[src/rtl/ber_prbs_sync_checker_pkg.sv]
// -----------------------------------------------------------------------------
// ber_pkg
// Shared definitions for the BER tester PRBS generator and checker: polynomial
// select encoding, polynomial order/tap constants, the checker FSM state enum
// and a lookup mapping a select code to (order, t1, t2). Both ends of the link
// import this package so their polynomials cannot drift apart.
// -----------------------------------------------------------------------------
package ber_pkg;

   localparam int SEL_W  = 2;
   localparam int LFSR_W = 23;   // wide enough for the longest polynomial

   typedef enum logic [SEL_W-1:0] {
      SEL_PRBS7  = 2'b00,   // x^7  + x^6  + 1
      SEL_PRBS15 = 2'b01,   // x^15 + x^14 + 1
      SEL_PRBS20 = 2'b10,   // x^20 + x^3  + 1
      SEL_PRBS23 = 2'b11    // x^23 + x^18 + 1
   } poly_sel_e;

   localparam logic [4:0] PRBS7_ORD  = 5'd7,  PRBS7_T2  = 5'd6;
   localparam logic [4:0] PRBS15_ORD = 5'd15, PRBS15_T2 = 5'd14;
   localparam logic [4:0] PRBS20_ORD = 5'd20, PRBS20_T2 = 5'd3;
   localparam logic [4:0] PRBS23_ORD = 5'd23, PRBS23_T2 = 5'd18;

   // t1 always equals the polynomial order, but it is kept as its own field so
   // the prediction reads directly as s[t1-1] ^ s[t2-1].
   typedef struct packed {
      logic [4:0] order;
      logic [4:0] t1;
      logic [4:0] t2;
   } poly_cfg_t;

   typedef enum logic [1:0] {
      SEED   = 2'd0,
      TRACK  = 2'd1,
      LOCKED = 2'd2
   } chk_state_e;

   function automatic poly_cfg_t poly_cfg(input poly_sel_e sel);
      poly_cfg_t cfg;
      cfg = '{order: PRBS7_ORD, t1: PRBS7_ORD, t2: PRBS7_T2};
      case (sel)
         SEL_PRBS7:  cfg = '{order: PRBS7_ORD,  t1: PRBS7_ORD,  t2: PRBS7_T2};
         SEL_PRBS15: cfg = '{order: PRBS15_ORD, t1: PRBS15_ORD, t2: PRBS15_T2};
         SEL_PRBS20: cfg = '{order: PRBS20_ORD, t1: PRBS20_ORD, t2: PRBS20_T2};
         SEL_PRBS23: cfg = '{order: PRBS23_ORD, t1: PRBS23_ORD, t2: PRBS23_T2};
         default:    cfg = '{order: PRBS7_ORD,  t1: PRBS7_ORD,  t2: PRBS7_T2};
      endcase
      return cfg;
   endfunction

endpackage

[src/rtl/ber_lfsr_predict.sv]
// -----------------------------------------------------------------------------
// ber_lfsr_predict
// Local LFSR of the PRBS checker. In load mode the received bit is shifted in
// (self-synchronising); in free-run mode the predicted bit is fed back so the
// register tracks the ideal sequence regardless of channel errors.
//   clock, reset  clock / async active-low reset
//   enable        shift strobe
//   load          1 = shift in prbs_in, 0 = shift in the prediction
//   prbs_in       received bit
//   select_chk    polynomial select
//   pred          predicted next bit s[t1-1] ^ s[t2-1]
//   zero_state    low `order` bits of the register are all zero
//   order         polynomial order for the current select
// -----------------------------------------------------------------------------
module ber_lfsr_predict
   import ber_pkg::*;
(
   input  logic             clock,
   input  logic             reset,
   input  logic             enable,
   input  logic             load,
   input  logic             prbs_in,
   input  logic [SEL_W-1:0] select_chk,
   output logic             pred,
   output logic             zero_state,
   output logic [4:0]       order
);

   poly_cfg_t         cfg;
   logic [LFSR_W-1:0] s;
   logic [LFSR_W-1:0] mask;

   assign cfg        = poly_cfg(poly_sel_e'(select_chk));
   assign order      = cfg.order;
   assign pred       = s[cfg.t1 - 5'd1] ^ s[cfg.t2 - 5'd1];
   // Only the low `order` bits belong to the active polynomial.
   assign mask       = (LFSR_W'(1) << cfg.order) - LFSR_W'(1);
   assign zero_state = ((s & mask) == '0);

   // NOTE: sequential state is assigned with <= so every flop samples the
   // pre-edge values of its neighbours, whatever the statement order.
   always_ff @(posedge clock or negedge reset) begin
      if (!reset) begin
         s <= '0;
      end else if (enable) begin
         s <= {s[LFSR_W-2:0], load ? prbs_in : pred};
      end
   end

endmodule

[config.mk]
export PLATFORM = sky130hd
export DESIGN_NAME = ber_lfsr_predict
export DESIGN_NICKNAME = d
export VERILOG_FILES = /design/src/rtl/ber_prbs_sync_checker_pkg.sv /design/src/rtl/ber_lfsr_predict.sv
export SDC_FILE = /design/constraint.sdc
export NUM_CORES = 1
export LEC_CHECK = 0
export CORE_MARGIN = 4
export CORE_UTILIZATION = 52
export CTS_CLUSTER_DIAMETER = 100
export DETAILED_ROUTE_END_ITERATION = 16
export PLACE_DENSITY_LB_ADDON = 0.12
export SLEW_MARGIN = 20
export SYNTH_ARGS = -nofsm -noshare
export SYNTH_HDL_FRONTEND = slang
export SYNTH_SLANG_ARGS = --single-unit
[constraint.sdc]
create_clock -name clock -period 2.1 [get_ports clock]
set_input_delay 0.42 -clock clock [delete_from_list [all_inputs] [get_ports clock]]
set_output_delay 0.42 -clock clock [all_outputs]
set_load 0.1 [all_outputs]
==> impl_metrics.py, run 1 <==
metrics = {
    "detailed_routing": {
        "wl_per_cell_um": 14.7,
        "drtPass1Iterations": 4,
        "topRoutingLayerUsed": "met4",
        "viasPerCell": 5.40,
        "vias": 621,
        "met3_length_um": 72,
        "met2_length_um": 838,
        "dr.first_iter.drc_count": 2,
        "m1WireLength_um": 764,
        "totalWireLength_mm": 1.69,
        "ant_nets": 0,
        "drcViolationCount": 0,
    },
    "critical_path": {
        "crit_path_start_kind": "flop",
        "crit_path_end_kind": "output pin",
        "cp_top_family": "simple AND/OR/NAND/NOR gates",
        "path_max_fanout": 2,
        "worst-r2r-cell-count": 6,
        "cpPeakStageDelay_ns": 0.53,
        "cp_cell_sequence": "or4_4 > nor3_2 > o2111a_2 > buf_12",
        "worst_ep_arrival_time_ns": 1.75,
        "critPathBufInv": 1,
        "path_class": "reg2out",
        "crit_required_ns": 1.68,
        "critPathSlowestCell": "or4_4",
        "crit_cells": 4,
    },
    "power_and_ir_drop": {
        "p_sw_uw": 680,
        "seqPwrFrac_pct": 45.9,
        "pwr-share-clk_pct": 10.3,
        "p_per_area_nw_per_um2": 1390,
        "leakagePower_uw": 0.000574,
        "power_uw": 1840,
        "peakVddDrop_v": 0.00111,
        "internal_power_uw": 1160,
        "p_sw_share_pct": 37.0,
        "p_comb_share_pct": 43.8,
    },
    "yosys": {
        "synth_area_per_cell_sq_um": 14.2,
        "synth_seq_cells": 23,
        "synth_area_sq_um": 1030,
        "synth_compound_area_share_pct": 3.54,
        "ys.warnings.count": 0,
        "synth_enable_flop_cells": 0,
        "synth-async-reset-ratio_pct": 100,
        "synthMuxAreaShare_pct": 28.9,
        "ys.flop_type": "dfrtp_1",
        "synth.distinct_cells": 23,
        "synth_xor_area_share_pct": 0.854,
        "synth_top_family_by_area": "multiplexers",
        "synth_nets": 79,
        "synth_fa_ha_area_share_pct": 0,
        "synth_cells": 72,
        "seq_area_frac_synth_pct": 56.1,
        "synth-simple-area-share_pct": 5.85,
    },
    "finish": {
        "seq_area_sq_um": 576,
        "drive_gt1_share_pct": 53.3,
        "final_cell_count_no_fill": 115,
        "area_delta_synth_final_pct": 28.8,
        "n_antenna_cell": 0,
        "top_register": "s",
        "multi_input_area_sq_um": 443,
        "fillers": 136,
        "largest_reg_flops": 23,
        "top_regs": "s x23",
        "post-route-util_pct": 73.3,
        "layout.nets": 98,
    },
    "placed_design": {
        "io_buffers": 12,
        "place_congestion": 0.730,
        "dpl.hpwl_mm": 1.25,
        "dp_cells": 108,
        "pre_cts_slack_ns": -0.274,
    },
    "clock_network": {
        "htreeDepth": 1,
        "cts_buffer_depth": 2,
        "postCtsHoldBufs": 0,
        "insertion_delay_ns": 0.29,
        "clkSinkCount": 23,
        "cts.clk_slew.worst_paths_ns": 0.11,
        "cts-root-buf": "clkbuf_4",
        "numCtsBuffers": 3,
        "cts_tree": "yes",
    },
    "grt": {
        "grt_pass1_wl_mm": 3.06,
        "gr-total-overflow": 0,
        "grtUsageTotal_pct": 15.2,
        "grt_max_degree": 25,
        "grt_pass1_vias": 690,
        "antenna_found_initial": 0,
    },
    "floorplan": {
        "fp.dieW_um": 52.4,
        "die_h_um": 52.4,
        "io_pins": 14,
        "core_area_sq_um": 1800,
        "rows": 15,
        "initial_core_util_pct": 56.9,
        "fp.dieArea_sq_um": 2750,
    },
    "timing": {
        "post-route-period-util_pct": 103,
        "slew_violations": 0,
        "rsz0062_at_grt": "true",
        "fmax_ghz": 0.461,
        "fin_setup_tns_ns": -0.120,
        "setup-violations-final": 2,
        "timing.final.ws_setup_ns": -0.0700,
        "period_minus_slack_ns": 2.17,
        "finalHoldViolCount": 0,
        "finalClockSkew_ns": 0.00136,
    },
    "outcome": {
        "violations": "negative setup slack",
        "status": "complete, but fails checks",
    },
    "flow_run": {
        "maxCapViolCount": 0,
    },
    "worst_hold_path": {
        "worstHoldPathType": "in2async",
    },
}
## metrics by stage
step,area [sq um],hold WS (ns)
3_5_place_dp,1260,0.518
4_1_cts,1300,0.480
2_1_floorplan,1050,0.124
3_3_place_gp,1260,0.504
5_1_grt,1320,0.463
6_report,1320,0.471
## cell usage in the layout, fill, tap and decap left out
master            n
o22ai_1           1
inv_1             2
and2b_2           1
nor3_1            1
nand2_1           1
clkbuf_4          3
buf_4             8
mux4_2            2
xor2_4            1
clkdlybuf4s50_1   4
nor2_1            1
buf_12            6
or2b_1            1
mux2_2           22
a21oi_1           1
conb_1            1
o2111a_2          1
o21ai_0           1
nor4_2            2
o311ai_0          1
nor3_2            1
nor4_1            1
dlygate4sd2_1     2
or4_4             1
dfrtp_1          23
clkbuf_1          1
## power by group through the flow
stage               Clock, uW  Combinational [uW]  Sequential (uW)
global placement            0                 725              830
CTS                       195                 790              828
global route              226                 862              880
floorplan                   0                 540              775
detailed placement          0                 740              841
finish                    189                 803              843
## worst paths after layout
check                                    end  slack (ns)               from
min                         s[1]$_DFFE_PN0P_        0.47              reset
min reg2reg                s[22]$_DFFE_PN0P_        0.54  s[22]$_DFFE_PN0P_
min in group clock         s[22]$_DFFE_PN0P_        0.54  s[22]$_DFFE_PN0P_
max                               zero_state       -0.07  s[15]$_DFFE_PN0P_
max in group asynchronous   s[7]$_DFFE_PN0P_        1.42              reset
max reg2reg                 s[0]$_DFFE_PN0P_        0.45  s[19]$_DFFE_PN0P_
## layout make-up
cell class	instances	area share [%]
Inverter	2	0.568
Clock buffer	4	1.99
Timing Repair Buffer	20	18.0
Sequential cell	23	43.6
Tap cell	25	2.37
Multi-Input combinational cell	41	33.5
## kinds of logic (layout without fill, tap and decap cells)
logic type / count (synthesis) / in the layout
buf+inv: 8 / 26
simple gates: 10 / 10
flops: 23 / 23
xor+xnor: 1 / 1
other cells: 1 / 1
compound gates: 5 / 5
mux: 24 / 24
## worst reg2reg max path, cell delays in order (launching register included)
cell	delay, ns
dfrtp_1	0.41
buf_4	0.15
mux4_2	0.50
xor2_4	0.18
buf_4	0.13
nor2_1	0.08
o22ai_1	0.08
## Yosys cell counts (all sizes together) (2+ instances only)
| cell type | n | area, sq um |
|---|---|---|
| inv | 2 | 7.51 |
| mux4 | 2 | 48.8 |
| mux2 | 22 | 248 |
| nor3 | 2 | 10.0 |
| dfrtp | 23 | 576 |
| nor4 | 3 | 18.8 |
| buf | 4 | 25.0 |
## layer usage
layer,up-vias,GRT usage [%]
met5,-,0
met4,0,5.11
met3,2,1.71
met2,12,26.4
met1,308,19.5
li1,299,-
## timing repair
item	4_1_cts	5_1_grt
pin swaps	2	1
hold endpoints to repair	0	0
setup endpoints to repair	2	2
buffers inserted	2	1
resized for setup	5	2
No activity file was read; power rests on OpenSTA's default activity.
==> inputs of run 2 (changes only) <==
--- a/config.mk
+++ b/config.mk
@@ -5,11 +5,14 @@
 export SDC_FILE = /design/constraint.sdc
 export NUM_CORES = 1
 export LEC_CHECK = 0
+export CELL_PAD_IN_SITES_DETAIL_PLACEMENT = 1
+export CELL_PAD_IN_SITES_GLOBAL_PLACEMENT = 1
 export CORE_MARGIN = 4
-export CORE_UTILIZATION = 52
+export CORE_UTILIZATION = 43
 export CTS_CLUSTER_DIAMETER = 100
 export DETAILED_ROUTE_END_ITERATION = 16
 export PLACE_DENSITY_LB_ADDON = 0.12
+export REMOVE_ABC_BUFFERS = 1
 export SLEW_MARGIN = 20
 export SYNTH_ARGS = -nofsm -noshare
 export SYNTH_HDL_FRONTEND = slang
==> impl_metrics.py, run 2 (same netlist as run 1, synthesis figures left out) <==
metrics = {
    "finish": {
        "post-route-util_pct": 59.2,
        "design_area_sq_um": 1320,
        "layout.nets": 98,
        "final_common_cell": "dfrtp_1",
        "drive_gt1_share_pct": 50.0,
        "top_regs": "s x23",
        "largest_reg_flops": 23,
        "final_cell_mix": "23 x dfrtp_1, 22 x mux2_2, 7 x buf_4",
        "area_delta_synth_final_pct": 28.8,
        "n_antenna_cell": 0,
        "top_register": "s",
    },
    "clock_network": {
        "insertion_delay_ns": 0.30,
        "cts-root-buf": "clkbuf_4",
        "numCtsBuffers": 3,
        "htreeDepth": 1,
        "postCtsHoldBufs": 0,
        "cts_tree": "yes",
        "cts.clk_slew.worst_paths_ns": 0.12,
        "clkSinkCount": 23,
        "cts_buffer_depth": 2,
    },
    "grt": {
        "antenna_found_initial": 0,
        "grt_pass1_vias": 715,
        "grt_pass1_wl_mm": 3.67,
        "gr-total-overflow": 0,
        "grt_max_degree": 25,
        "grtUsageTotal_pct": 15.0,
    },
    "floorplan": {
        "core_area_sq_um": 2230,
        "die_h_um": 56.8,
        "initial_core_util_pct": 45.9,
        "io_pins": 14,
        "rows": 17,
        "fp.dieArea_sq_um": 3230,
        "fp.dieW_um": 56.8,
    },
    "outcome": {
        "status": "complete, but fails checks",
        "violations": "negative setup slack",
    },
    "flow_run": {
        "maxCapViolCount": 0,
    },
    "timing": {
        "slew_violations": 0,
        "finalClockSkew_ns": 0.00275,
        "fmax_ghz": 0.449,
        "setup-violations-final": 2,
        "post-route-period-util_pct": 106,
        "finalHoldViolCount": 0,
        "fin_setup_tns_ns": -0.192,
        "period_minus_slack_ns": 2.23,
        "timing.final.ws_setup_ns": -0.126,
        "rsz0062_at_grt": "true",
    },
    "detailed_routing": {
        "wl_per_cell_um": 17.3,
        "vias": 649,
        "ant_nets": 0,
        "viasPerCell": 5.50,
        "drtPass1Iterations": 2,
        "dr.first_iter.drc_count": 16,
        "totalWireLength_mm": 2.04,
        "drcViolationCount": 0,
    },
    "critical_path": {
        "crit_path_end_kind": "output pin",
        "worst-r2r-cell-count": 6,
        "critPathSlowestCell": "or4_4",
        "path_max_fanout": 2,
        "cp_cell_sequence": "or4_4 > nor3_4 > o2111a_1 > buf_12",
        "path_class": "reg2out",
        "cpPeakStageDelay_ns": 0.55,
        "crit_path_start_kind": "flop",
        "crit_required_ns": 1.68,
        "critPathBufInv": 1,
        "crit_cells": 4,
        "worst_ep_arrival_time_ns": 1.81,
        "cp_top_family": "simple AND/OR/NAND/NOR gates",
    },
    "power_and_ir_drop": {
        "p_sw_share_pct": 38.0,
        "seqPwrFrac_pct": 45.6,
        "peakVddDrop_v": 0.000793,
        "p_comb_share_pct": 43.8,
        "internal_power_uw": 1160,
        "p_per_area_nw_per_um2": 1410,
        "pwr-share-clk_pct": 10.6,
        "p_sw_uw": 708,
        "leakagePower_uw": 0.000584,
    },
    "worst_hold_path": {
        "worstHoldPathType": "in2async",
    },
    "placed_design": {
        "place_congestion": 0.638,
        "placed_area_sq_um": 1230,
        "io_buffers": 12,
        "dpl.hpwl_mm": 1.43,
    },
}
run 2: layout make-up:
type | instances | area [sq um]
clock buffer | 4 | 26.3
fill | 223 | 912
inverter | 2 | 7.51
multi-input combinational | 41 | 435
sequential | 23 | 576
tap | 28 | 35.0
timing repair buffer | 20 | 241
run 2: what timing repair did:
action | CTS | global route
buffers inserted | 3 | 1
setup endpoints to repair | 2 | 2
pin swaps | 2 | 0
resized for setup | 7 | 2
run 2: metal layers:
metal / vias to the layer above / track usage [%] / wire length (um)
li1: 296 / - / -
met1: 343 / 19.2 / 884
met2: 8 / 24.1 / 1090
met3: 2 / 4.37 / 47
met4: 0 / 4.97 / 22
met5: - / 0 / 0
run 2: worst reg2reg max path, cell delays in order (launching register included):
cell,delay [ns]
dfrtp_1,0.42
buf_6,0.13
mux4_2,0.51
xor2_4,0.19
buf_4,0.13
nor2_1,0.11
o22ai_1,0.10
run 2: worst paths after layout:
| path | slack [ns] | end | from |
|---|---|---|---|
| max | -0.13 | zero_state | s[15]$_DFFE_PN0P_ |
| min | 0.46 | s[3]$_DFFE_PN0P_ | reset |
| max reg2reg | 0.40 | s[0]$_DFFE_PN0P_ | s[19]$_DFFE_PN0P_ |
| min reg2reg | 0.55 | s[18]$_DFFE_PN0P_ | s[18]$_DFFE_PN0P_ |
| max in group asynchronous | 1.41 | s[11]$_DFFE_PN0P_ | reset |
| min in group clock | 0.55 | s[18]$_DFFE_PN0P_ | s[18]$_DFFE_PN0P_ |
run 2: power by group through the flow:
stage / combinational (uW) / sequential [uW] / clock, uW
2_1_floorplan: 452 / 773 / 0
3_5_place_dp: 680 / 851 / 0
6_report: 817 / 849 / 197
5_1_grt: 870 / 883 / 235
3_3_place_gp: 657 / 842 / 0
4_1_cts: 776 / 841 / 210
run 2: stage by stage:
step                      hold slack [ns]  cells  setup slack, ns  power (uW)
after global routing                0.466    118           -0.219        1990
after floorplan                     0.124     66           -0.760        1230
after detailed placement            0.515    110           -0.307        1530
after global placement              0.499    110           -0.295        1500
final                               0.465    118           -0.126        1860
after CTS                           0.464    117           -0.117        1830
==> inputs of run 3 (changes only) <==
--- a/config.mk
+++ b/config.mk
@@ -12,7 +12,9 @@
 export CTS_CLUSTER_DIAMETER = 100
 export DETAILED_ROUTE_END_ITERATION = 16
 export PLACE_DENSITY_LB_ADDON = 0.12
+export RECOVER_POWER = 50
 export REMOVE_ABC_BUFFERS = 1
+export SKIP_LAST_GASP = 1
 export SLEW_MARGIN = 20
 export SYNTH_ARGS = -nofsm -noshare
 export SYNTH_HDL_FRONTEND = slang
==> constraint.sdc (replaced) <==
create_clock -name clock -period 2.42 [get_ports clock]
set_input_delay 0.484 -clock clock [delete_from_list [all_inputs] [get_ports clock]]
set_output_delay 0.484 -clock clock [all_outputs]
set_load 0.1 [all_outputs]
==> impl_metrics.py, run 3 (same netlist as run 1, synthesis figures left out) <==
metrics = {
    "grt": {
        "antenna_found_initial": 0,
        "grt_pass1_wl_mm": 3.53,
        "grt_max_degree": 25,
        "grt_pass1_vias": 683,
        "gr-total-overflow": 0,
        "grtUsageTotal_pct": 14.2,
    },
    "finish": {
        "top_regs": "s x23",
        "top_register": "s",
        "design_area_sq_um": 1270,
        "n_antenna_cell": 0,
        "final_cell_mix": "23 x dfrtp_1, 22 x mux2_2, 6 x buf_12",
        "fillers": 227,
        "drive_gt1_share_pct": 46.6,
        "layout.nets": 96,
        "largest_reg_flops": 23,
        "area_delta_synth_final_pct": 24.3,
        "seq_area_sq_um": 576,
        "multi_input_area_sq_um": 414,
        "final_cell_count_no_fill": 116,
        "final_common_cell": "dfrtp_1",
    },
    "placed_design": {
        "dp_cells": 110,
        "place_congestion": 0.638,
        "io_buffers": 12,
        "dpl.hpwl_mm": 1.42,
        "placed_area_sq_um": 1230,
    },
    "detailed_routing": {
        "totalWireLength_mm": 1.95,
        "drtPass1Iterations": 2,
        "viasPerCell": 5.36,
        "vias": 622,
        "ant_nets": 0,
        "dr.first_iter.drc_count": 13,
        "wl_per_cell_um": 16.8,
        "drcViolationCount": 0,
    },
    "timing": {
        "finalHoldViolCount": 0,
        "maxSlewHeadroom_pct": 18.6,
        "tightest_slew_ns": 1.22,
        "period_minus_slack_ns": 2.30,
        "slew_violations": 0,
        "setup-violations-final": 0,
        "post-route-period-util_pct": 95.1,
        "finalClockSkew_ns": 0.00573,
        "fmax_ghz": 0.434,
    },
    "clock_network": {
        "cts_tree": "yes",
        "cts_buffer_depth": 2,
        "cts.clk_slew.worst_paths_ns": 0.13,
        "insertion_delay_ns": 0.31,
        "numCtsBuffers": 3,
        "htreeDepth": 1,
        "postCtsHoldBufs": 0,
        "cts-root-buf": "clkbuf_4",
        "clkSinkCount": 23,
    },
    "floorplan": {
        "fp.dieW_um": 56.8,
        "core_area_sq_um": 2230,
        "die_h_um": 56.8,
        "rows": 17,
        "fp.dieArea_sq_um": 3230,
        "initial_core_util_pct": 45.9,
        "io_pins": 14,
    },
    "critical_path": {
        "reg2reg_to": "s[0]$_DFFE_PN0P_",
        "worst-r2r-cell-count": 5,
        "crit_path_start_kind": "flop",
        "path_max_fanout": 3,
        "path_class": "reg2out",
        "worst_ep_arrival_time_ns": 1.82,
        "r2r-start": "s[13]$_DFFE_PN0P_",
        "crit_path_end_kind": "output pin",
        "crit_required_ns": 1.94,
        "r2r_slack_ns": 0.76,
    },
    "power_and_ir_drop": {
        "p_per_area_nw_per_um2": 1210,
        "leakagePower_uw": 0.000561,
        "peakVddDrop_v": 0.000668,
    },
    "worst_hold_path": {
        "hold_end": "s[18]$_DFFE_PN0P_",
        "worstHoldPathType": "reg2reg",
        "hold_start": "s[18]$_DFFE_PN0P_",
        "hold_depth": 1,
    },
    "outcome": {
        "status": "complete, no violations",
    },
    "flow_run": {
        "maxCapViolCount": 0,
    },
}
==> run 3: worst max-delay path by stage <==
| stage | from | to | slack, ns | cells past startpoint |
|---|---|---|---|---|
| floorplan | select_chk[0] | pred | -0.57 | 2 |
| global placement | select_chk[0] | pred | -0.10 | 4 |
| detailed placement | select_chk[1] | pred | -0.12 | 4 |
| CTS | s[15]$_DFFE_PN0P_ | zero_state | 0.08 | 4 |
| global route | s[15]$_DFFE_PN0P_ | zero_state | -0.008 | 4 |
| finish | s[15]$_DFFE_PN0P_ | zero_state | 0.12 | 4 |
==> run 3: repair_timing <==
action                                  CTS  global route
pin swaps                                 1             0
setup buffers                             1             1
resized for setup                         4             1
endpoints found under the setup margin    1             1
==> run 3: final cells by class <==
cell class	count	share of cell area [%]
sequential	23	45.1
tap	28	2.75
clock buffer	3	1.77
timing repair buffer	18	16.9
multi-input combinational	41	32.5
inverter	2	0.589
clock inverter	1	0.393
==> run 3: where the power goes <==
| part | switching (uW) | total [uW] | internal [uW] |
|---|---|---|---|
| clock network | 116 | 178 | 61.6 |
| logic | 312 | 635 | 323 |
| registers | 160 | 728 | 568 |
| total | 588 | 1540 | 953 |
==> run 3: stage by stage <==
stage,setup TNS [ns],setup WS [ns],hold slack [ns],util [%],power (uW)
after CTS,0,0.0758,0.519,56.9,1540
after global routing,-0.00844,-0.00844,0.572,57.1,1650
after global placement,-0.103,-0.103,0.499,55.2,1300
final,0,0.119,0.542,57.1,1540
after floorplan,-0.958,-0.568,0.188,-,1090
after detailed placement,-0.115,-0.115,0.515,55.2,1330
==> run 3: per-layer routing <==
layer | global-route usage (%) | vias up | wire, um
met5 | 0 | - | 0
met4 | 3.97 | 0 | 12
met3 | 3.68 | 2 | 53
met2 | 22.1 | 8 | 991
met1 | 19.4 | 322 | 890
li1 | - | 290 | -
==> run 3: critical path: stages (launching register included) <==
cell      delay (ns)
dfrtp_1         0.41
or4_1           0.54
nor3_2          0.11
o2111a_1        0.25
buf_12          0.19
